<file path="src/rtl/serial_adder_pkg.sv">
// serial_adder_pkg: shared definitions for the bit-serial adder controller.
//   DEFAULT_WIDTH : default operand/result width
//   state_t       : controller state encoding (S_IDLE, S_RUN, S_DONE; 2'd3 unused)
package serial_adder_pkg;

   localparam int unsigned DEFAULT_WIDTH = 8;

   typedef logic [1:0] state_t;

   localparam state_t S_IDLE = 2'd0;
   localparam state_t S_RUN  = 2'd1;
   localparam state_t S_DONE = 2'd2;

endpackage

</file>
<file path="src/rtl/full_adder.sv">
// full_adder: one-bit full adder built from two half_adder cells.
//   a, b : addend bits
//   cin  : carry in
//   s    : sum bit
//   cout : carry out
module full_adder (
   input  logic a,
   input  logic b,
   input  logic cin,
   output logic s,
   output logic cout
);

   logic s1, c1, c2;

   half_adder u_ha0 (.a(a),  .b(b),   .s(s1), .c(c1));
   half_adder u_ha1 (.a(s1), .b(cin), .s(s),  .c(c2));

   assign cout = c1 | c2;

endmodule

</file>
<file path="src/rtl/half_adder.sv">
// half_adder: one-bit half adder cell.
//   a, b : addend bits
//   s    : sum bit
//   c    : carry bit
module half_adder (
   input  logic a,
   input  logic b,
   output logic s,
   output logic c
);

   assign s = a ^ b;
   assign c = a & b;

endmodule

</file>
<file path="src/rtl/serial_adder_ctrl.sv">
// serial_adder_ctrl: bit-serial adder, LSB first, one bit per clock through a
// single full_adder cell. Request/response use valid/ready handshakes.
//   clk, reset                 : clock, async active-high reset
//   start_valid/start_ready    : request handshake (ready only in IDLE)
//   a, b, c_in                 : operands, sampled on request accept
//   result_valid/result_ready  : response handshake (valid only in DONE)
//   sum, c_out, ovf            : registered result, held until the next DONE
//   busy                       : high in RUN or DONE
module serial_adder_ctrl
   import serial_adder_pkg::*;
#(
   parameter int unsigned WIDTH = DEFAULT_WIDTH
) (
   input  logic             clk,
   input  logic             reset,
   input  logic             start_valid,
   output logic             start_ready,
   input  logic [WIDTH-1:0] a,
   input  logic [WIDTH-1:0] b,
   input  logic             c_in,
   output logic             result_valid,
   input  logic             result_ready,
   output logic [WIDTH-1:0] sum,
   output logic             c_out,
   output logic             ovf,
   output logic             busy
);

   localparam int unsigned CNT_W = (WIDTH > 1) ? $clog2(WIDTH) : 1;
   localparam logic [CNT_W-1:0] CNT_LAST = CNT_W'(WIDTH - 1);
   localparam logic [CNT_W-1:0] CNT_PEN  = CNT_W'(WIDTH - 2);

   state_t           state, state_nxt;
   logic [WIDTH-1:0] a_sh, b_sh, sum_sh;
   logic [CNT_W-1:0] cnt;
   logic             carry, msb_cin;
   logic             fa_s, fa_co;
   logic             accept, run_last;
   logic             unused_sum_lsb;

   assign accept   = start_valid && start_ready;
   assign run_last = (state == S_RUN) && (cnt == CNT_LAST);

   // The only adder in the datapath: one bit per cycle.
   full_adder u_fa (
      .a    (a_sh[0]),
      .b    (b_sh[0]),
      .cin  (carry),
      .s    (fa_s),
      .cout (fa_co)
   );

   // State register
   always_ff @(posedge clk or posedge reset) begin
      if (reset) state <= S_IDLE;
      else       state <= state_nxt;
   end

   // Next-state logic; the unused encoding falls back to IDLE
   always_comb begin
      state_nxt = state;
      case (state)
         S_IDLE:  if (start_valid)  state_nxt = S_RUN;
         S_RUN:   if (run_last)     state_nxt = S_DONE;
         S_DONE:  if (result_ready) state_nxt = S_IDLE;
         default:                   state_nxt = S_IDLE;
      endcase
   end

   // Handshake/status outputs decoded from the state register
   always_comb begin
      start_ready  = 1'b0;
      result_valid = 1'b0;
      busy         = 1'b0;
      case (state)
         S_IDLE: start_ready = 1'b1;
         S_RUN:  busy        = 1'b1;
         S_DONE: begin
            result_valid = 1'b1;
            busy         = 1'b1;
         end
         default: ;
      endcase
   end

   // Serial datapath: operand/sum shifters, carry, bit counter, result regs
   always_ff @(posedge clk or posedge reset) begin
      if (reset) begin
         a_sh    <= '0;
         b_sh    <= '0;
         sum_sh  <= '0;
         cnt     <= '0;
         carry   <= 1'b0;
         msb_cin <= 1'b0;
         sum     <= '0;
         c_out   <= 1'b0;
         ovf     <= 1'b0;
      end else if (accept) begin
         a_sh   <= a;
         b_sh   <= b;
         carry  <= c_in;
         cnt    <= '0;
         sum_sh <= '0;
      end else if (state == S_RUN) begin
         a_sh   <= {1'b0, a_sh[WIDTH-1:1]};
         b_sh   <= {1'b0, b_sh[WIDTH-1:1]};
         sum_sh <= {fa_s, sum_sh[WIDTH-1:1]};
         carry  <= fa_co;
         // Carry out of bit WIDTH-2 is the carry into the MSB
         if (cnt == CNT_PEN) msb_cin <= fa_co;
         if (cnt == CNT_LAST) begin
            sum   <= {fa_s, sum_sh[WIDTH-1:1]};
            c_out <= fa_co;
            ovf   <= msb_cin ^ fa_co;
         end else begin
            cnt <= cnt + 1'b1;
         end
      end
   end

   // Bit 0 of sum_sh is shifted out before the final result is captured
   assign unused_sum_lsb = sum_sh[0];

endmodule

</file>
<file path="config.mk">
export PLATFORM = sky130hd
export DESIGN_NAME = serial_adder_ctrl
export DESIGN_NICKNAME = d
export VERILOG_FILES = /design/src/rtl/serial_adder_pkg.sv /design/src/rtl/full_adder.sv /design/src/rtl/half_adder.sv /design/src/rtl/serial_adder_ctrl.sv
export SDC_FILE = /design/constraint.sdc
export NUM_CORES = 1
export LEC_CHECK = 0
export BUFFER_PORTS_ARGS = -buffer_cell sky130_fd_sc_hd__buf_2
export CORE_UTILIZATION = 50
export DETAILED_ROUTE_END_ITERATION = 16
export GPL_ROUTABILITY_DRIVEN = 0
export PLACE_DENSITY = 0.81
export SLEW_MARGIN = 20
export SYNTH_ARGS = -nofsm -noshare
export SYNTH_HDL_FRONTEND = slang
export SYNTH_SLANG_ARGS = --single-unit
</file>
<file path="constraint.sdc">
create_clock -name clk -period 1.7 [get_ports clk]
set_input_delay 0.17 -clock clk [delete_from_list [all_inputs] [get_ports clk]]
set_output_delay 0.17 -clock clk [all_outputs]
set_load 0.03 [all_outputs]
</file>
==> impl_metrics.yaml, run 1 <==
timing:
  finalHoldWorstSlack_ps: -6.35
  period_share_pct: 94.2
  relSlewSlack_pct: 67.0
  min_period_ps: 1600
  worstMarginPinSlew_ps: 495
  setup_viol: 0
  fin_skew_ps: 4.00
  max_freq_ghz: 0.625
  rsz0062_at_grt: "no"
  fin_setup_tns_ps: 0
  hold_viol: 24
  slew_viol_final: 0
finish:
  nFillCells: 291
  diodes: 0
  nNetsFinal: 221
  final_area_sq_um: 2170
  area_growth_pct: 16.2
  layout-drive-gt1-share_pct: 25.1
  fin_util_pct: 62.9
cts:
  clockBufferDepth: 2
  root_buffer: "clkbuf_8"
  cts_setup_buffers: 0
  clk_latency_ps: 280
  htree_num_levels: 2
  cts_resized: 0
  cts_hold_buffers: 0
  cts_sinks: 40
  cts_tree: "done"
  clkTransAtPathRegs_ps: 70
  cts_buffers: 5
logic_synthesis:
  avgSynthCellArea_sq_um: 12.0
  synth_seq_cells: 40
  yosys_warnings: 0
  yosys.area.top_type: "dfrtp_1"
  synth_edf_count: 0
  yosysUniqueCellTypes: 20
  synth_flop_cell: "dfrtp_1"
  syn_area_sq_um: 1860
  synth_area_leaders: "dfrtp_1 54%, mux2i_1 13%, mux2_1 5.4%"
  netlist.area_leader.share_pct: 53.7
  async_reset_ff_share_pct: 100
  syn_nets: 186
  yosysSeqAreaShare_pct: 53.7
  synth_cells: 156
  synth.most_common_cell: "dfrtp_1"
  ys_top_cells_by_count: "40 x dfrtp_1, 24 x mux2i_1, 19 x nand2_1"
floorplan:
  die_area_sq_um: 3980
  die_y_microns: 63.1
  ios: 34
  start_util_pct: 54.2
  core_sq_um: 3440
  fp.dieW_microns: 63.1
  num_rows: 21
power:
  p_per_area_nw_per_um2: 1750
  finalPower_mw: 3.79
  pwr-share-comb_pct: 44.0
  vdd_ir_drop_max_v: 0.00127
  clockPowerShare_pct: 15.3
  power_frac_seq_pct: 40.8
  switching_share_pct: 38.5
  p_leak_nw: 1.12
  internal_power_mw: 2.33
  switchingPower_mw: 1.46
worst_setup_path:
  critPathLaunchType: "flop"
  cp_top_family: "buffers and inverters"
  worstSetupStartpoint: "state[1]"
  max_stage_delay_ps: 410
  rr_startpoint: "state[1]"
  path_buf_inv: 2
  end_kind: "flop"
  crit_arrival_ps: 1770
  path_depth: 5
  cp-endpoint: "a_sh[6]"
  worstSetupPathType: "flop to flop"
  cp_cell_sequence: "inv_1 -> ha_1 -> buf_4 -> mux2i_1 -> o21ai_1"
  required_ps: 1870
  worstRegToRegCells: 5
  ff2ff_setup_slack_ps: 100
  cp_max_fo: 24
  rr_endpoint: "a_sh[6]"
  cp_slowest_cell: "dfrtp_1"
detailed_routing:
  vias: 1192
  drc: 0
  route.detailed.vias_per_inst: 5.03
  routed_wl_microns: 3190
  wl_per_cell_microns: 13.4
  drt_pass1_iterations: 4
  initialDrtViolationCount: 67
  ant_nets: 0
placed_design:
  placed_cell_area_sq_um: 2090
  port_buffers: 33
  hpwl_microns: 2220
global_routing:
  first_global_vias: 1279
  grt_overflow: 0
  track_usage_pct: 18.3
  grt_max_degree: 45
  grt_antenna_before_repair: 0
  grt_pass1_wl_microns: 5600
job:
  cap_violations: 0
run_status:
  run_status: "finished with violations"
  violations: "hold timing"
hold_path:
  hold_class: "input port to asynchronous set/reset pin"
sequential cells by signal (all words and copies together), names as in the netlist:
name     count
state        2
sum_sh       7
sum          8
carry        1
cnt          3
b_sh         8
ovf          1
a_sh         8
msb_cin      1
c_out        1
metrics by stage:
step                      setup WS, ps  cells
after floorplan                    120    156
after global placement             217    230
after detailed placement           128    230
after CTS                         74.8    237
after global routing              2.65    237
final                             99.0    237
worst reg2reg max path: stages, from the launching register on:
cell and delay [ps]:
dfrtp_1 410, inv_1 150, ha_1 200, buf_4 360
mux2i_1 290, o21ai_1 80
cell type report:
| class | instances | area (sq um) | area share (%) |
|---|---|---|---|
| clock buffer | 6 | 72.6 | 3.35 |
| clock inverter | 1 | 5.00 | 0.231 |
| inverter | 7 | 26.3 | 1.21 |
| multi-input combinational | 100 | 783 | 36.2 |
| sequential | 40 | 1000 | 46.2 |
| tap | 46 | 57.6 | 2.66 |
| timing repair buffer | 37 | 220 | 10.2 |
worst min-delay path by stage:
stage	from	endpoint	slack [ps]
after CTS	reset	sum[5]	4
after global placement	reset	cnt[0]	300
after detailed placement	reset	cnt[0]	310
after floorplan	a[0]	a_sh[0]	290
after global routing	reset	b_sh[0]	60
final	reset	a_sh[7]	-6
logic make-up (layout without fill, tap and decap cells):
kind of cell / count (synthesis) / count (layout) / synth area share [%]
xor gates and xnor gates: 2 / 2 / 0.940
AOI/OAI and AO/OA: 19 / 19 / 6.24
muxes: 36 / 36 / 20.5
adders and majority gates: 9 / 9 / 6.44
buffers and inverters: 16 / 51 / 4.30
and+or+nand+nor: 34 / 34 / 7.85
DFF: 40 / 40 / 53.7
cell usage in the layout (no fill, tap or decap), types with 2 or more instances in the layout:
cell      count
dfrtp_1      40
buf_2        33
mux2i_1      24
nand2_1      19
o21ai_1      18
nor2_1       10
mux2_1        9
ha_1          8
inv_1         7
clkbuf_8      5
mux2_4        2
nand2b_1      2
xnor2_1       2
buf_12        2
buf_4         2
power by group through the flow:
stage	sequential [mW]	clock, mW	combinational (mW)
after floorplan	1.59	0	1.29
after CTS	1.55	0.606	1.69
final	1.54	0.578	1.67
after global routing	1.59	0.642	1.84
after global placement	1.53	0	1.59
after detailed placement	1.56	0	1.68
routing by layer:
metal	routed length (microns)	global-route usage, %
met5	0	0
met4	57	7.56
met3	112	5.25
met2	1640	30.0
met1	1370	22.6
Power figures use the tool's default switching activity.
==> run 2: changes to the inputs <==
==> constraint.sdc (replaced) <==
create_clock -name clk -period 1.7 [get_ports clk]
set_input_delay 0.17 -clock clk [delete_from_list [all_inputs] [get_ports clk]]
set_output_delay 0.17 -clock clk [all_outputs]
set_load 0.1 [all_outputs]
==> impl_metrics.yaml, run 2 (synthesis results as in run 1) <==
run_status:
  run_status: "finished with violations"
  violations: "hold timing"
detailed_routing:
  ant_nets: 0
  routed_wl_microns: 3110
  wl_per_cell_microns: 13.1
  drt_pass1_iterations: 6
  drc: 0
  route.detailed.vias_per_inst: 4.97
  initialDrtViolationCount: 83
  vias: 1184
floorplan:
  core_sq_um: 3440
  start_util_pct: 54.2
  die_y_microns: 63.1
  fp.dieW_microns: 63.1
  ios: 34
  num_rows: 21
  die_area_sq_um: 3980
timing:
  hold_viol: 36
  slew_viol_final: 0
  fin_setup_tns_ps: 0
  fin_skew_ps: 7.98
  finalHoldWorstSlack_ps: -17.7
  max_freq_ghz: 0.631
  setup_viol: 0
  min_period_ps: 1580
  period_share_pct: 93.2
  relSlewSlack_pct: 67.5
  worstMarginPinSlew_ps: 487
  rsz0062_at_grt: "no"
cts:
  htree_num_levels: 2
  cts_setup_buffers: 0
  cts_sinks: 40
  clk_latency_ps: 290
  clockBufferDepth: 2
  root_buffer: "clkbuf_8"
  cts_buffers: 5
  cts_resized: 0
  cts_hold_buffers: 0
  cts_tree: "done"
  clkTransAtPathRegs_ps: 80
worst_setup_path:
  cp_max_fo: 4
  crit_arrival_ps: 1760
  cp_slowest_cell: "dfrtp_1"
  end_kind: "flop"
  worstSetupPathType: "flop to flop"
  max_stage_delay_ps: 430
  required_ps: 1880
  critPathLaunchType: "flop"
  cp_cell_sequence: "inv_1 -> ha_2 -> a221oi_4 -> mux2_4"
power:
  p_per_area_nw_per_um2: 2050
  internal_power_mw: 2.57
  pwr-share-comb_pct: 52.3
  vdd_ir_drop_max_v: 0.00204
  finalPower_mw: 4.60
  clockPowerShare_pct: 14.2
  switching_share_pct: 44.1
  p_leak_nw: 1.12
  power_frac_seq_pct: 33.4
  switchingPower_mw: 2.03
finish:
  nNetsFinal: 221
  area_growth_pct: 20.0
  layout_commonest_cell: "dfrtp_1"
  fin_util_pct: 65.0
  diodes: 0
  reg.largest.list: "a_sh (8), b_sh (8), sum (8)"
  layout-drive-gt1-share_pct: 27.1
  layout_common_cells: "40 x dfrtp_1, 30 x buf_2, 24 x mux2i_1"
global_routing:
  grt_overflow: 0
  grt_max_degree: 45
  first_global_vias: 1239
  grt_antenna_before_repair: 0
  grt_pass1_wl_microns: 5440
  track_usage_pct: 17.9
placed_design:
  port_buffers: 33
  hpwl_microns: 2240
job:
  cap_violations: 0
hold_path:
  hold_class: "input port to asynchronous set/reset pin"
-- run 2: cell count changes in the layout (fill, tap and decap cells not counted), sizes merged --
cell and change:
clkinvlp +2, clkinv -1
-- run 2: power by group through the flow --
stage / Sequential [mW] / Combinational (mW) / Clock, mW
after CTS: 1.54 / 2.43 / 0.673
after detailed placement: 1.56 / 2.41 / 0
after global routing: 1.58 / 2.59 / 0.706
final: 1.54 / 2.40 / 0.654
after global placement: 1.53 / 2.34 / 0
after floorplan: 1.85 / 1.63 / 0
-- run 2: path summary, 6_finish.rpt --
kind / slack (ps) / cells after the start / start / to
setup / recovery: 120 / 4 / state[0] / state[1]
max in group asynchronous: 1370 / 3 / reset / sum[6]
hold reg to reg: 490 / 1 / sum[2] / sum[2]
hold / removal: -20 / 3 / reset / state[0]
setup reg to reg: 120 / 4 / state[0] / state[1]
min in group clk: 80 / 3 / b[5] / b_sh[5]
-- run 2: worst max-delay path, delay by kind of cell (launching register included) --
kind                     cells  cell delay (ps)
buffers and inverters        1              140
adder cells (fa/ha/maj)      1              250
AO/OA/AOI/OAI                1              320
multiplexers                 1              330
flip-flops                   1              430
-- run 2: cell type report --
| cell class | count | area [sq um] |
|---|---|---|
| clock inverter | 2 | 15.0 |
| fill | 274 | 1200 |
| clock buffer | 6 | 82.6 |
| sequential | 40 | 1000 |
| tap | 46 | 57.6 |
| inverter | 7 | 26.3 |
| multi-input combinational | 100 | 798 |
| timing repair buffer | 37 | 256 |
-- run 2: metrics by stage --
step | instances | cell area (sq um) | worst slack, ps | hold slack [ps]
final | 238 | 2240 | 115 | -17.7
after global routing | 238 | 2240 | 37.2 | 40.5
after CTS | 238 | 2230 | 42.1 | 1.84
after detailed placement | 230 | 2140 | 60.5 | 318
after global placement | 230 | 2140 | 177 | 303
after floorplan | 156 | 1880 | 18.3 | 292
-- run 2: metal layers --
metal / wire [microns] / GRT usage (%) / up-vias
met4: 53 / 6.98 / 0
met5: 0 / 0 / -
met2: 1580 / 30.5 / 25
met1: 1350 / 21.3 / 562
met3: 118 / 5.07 / 8
li1: - / - / 589
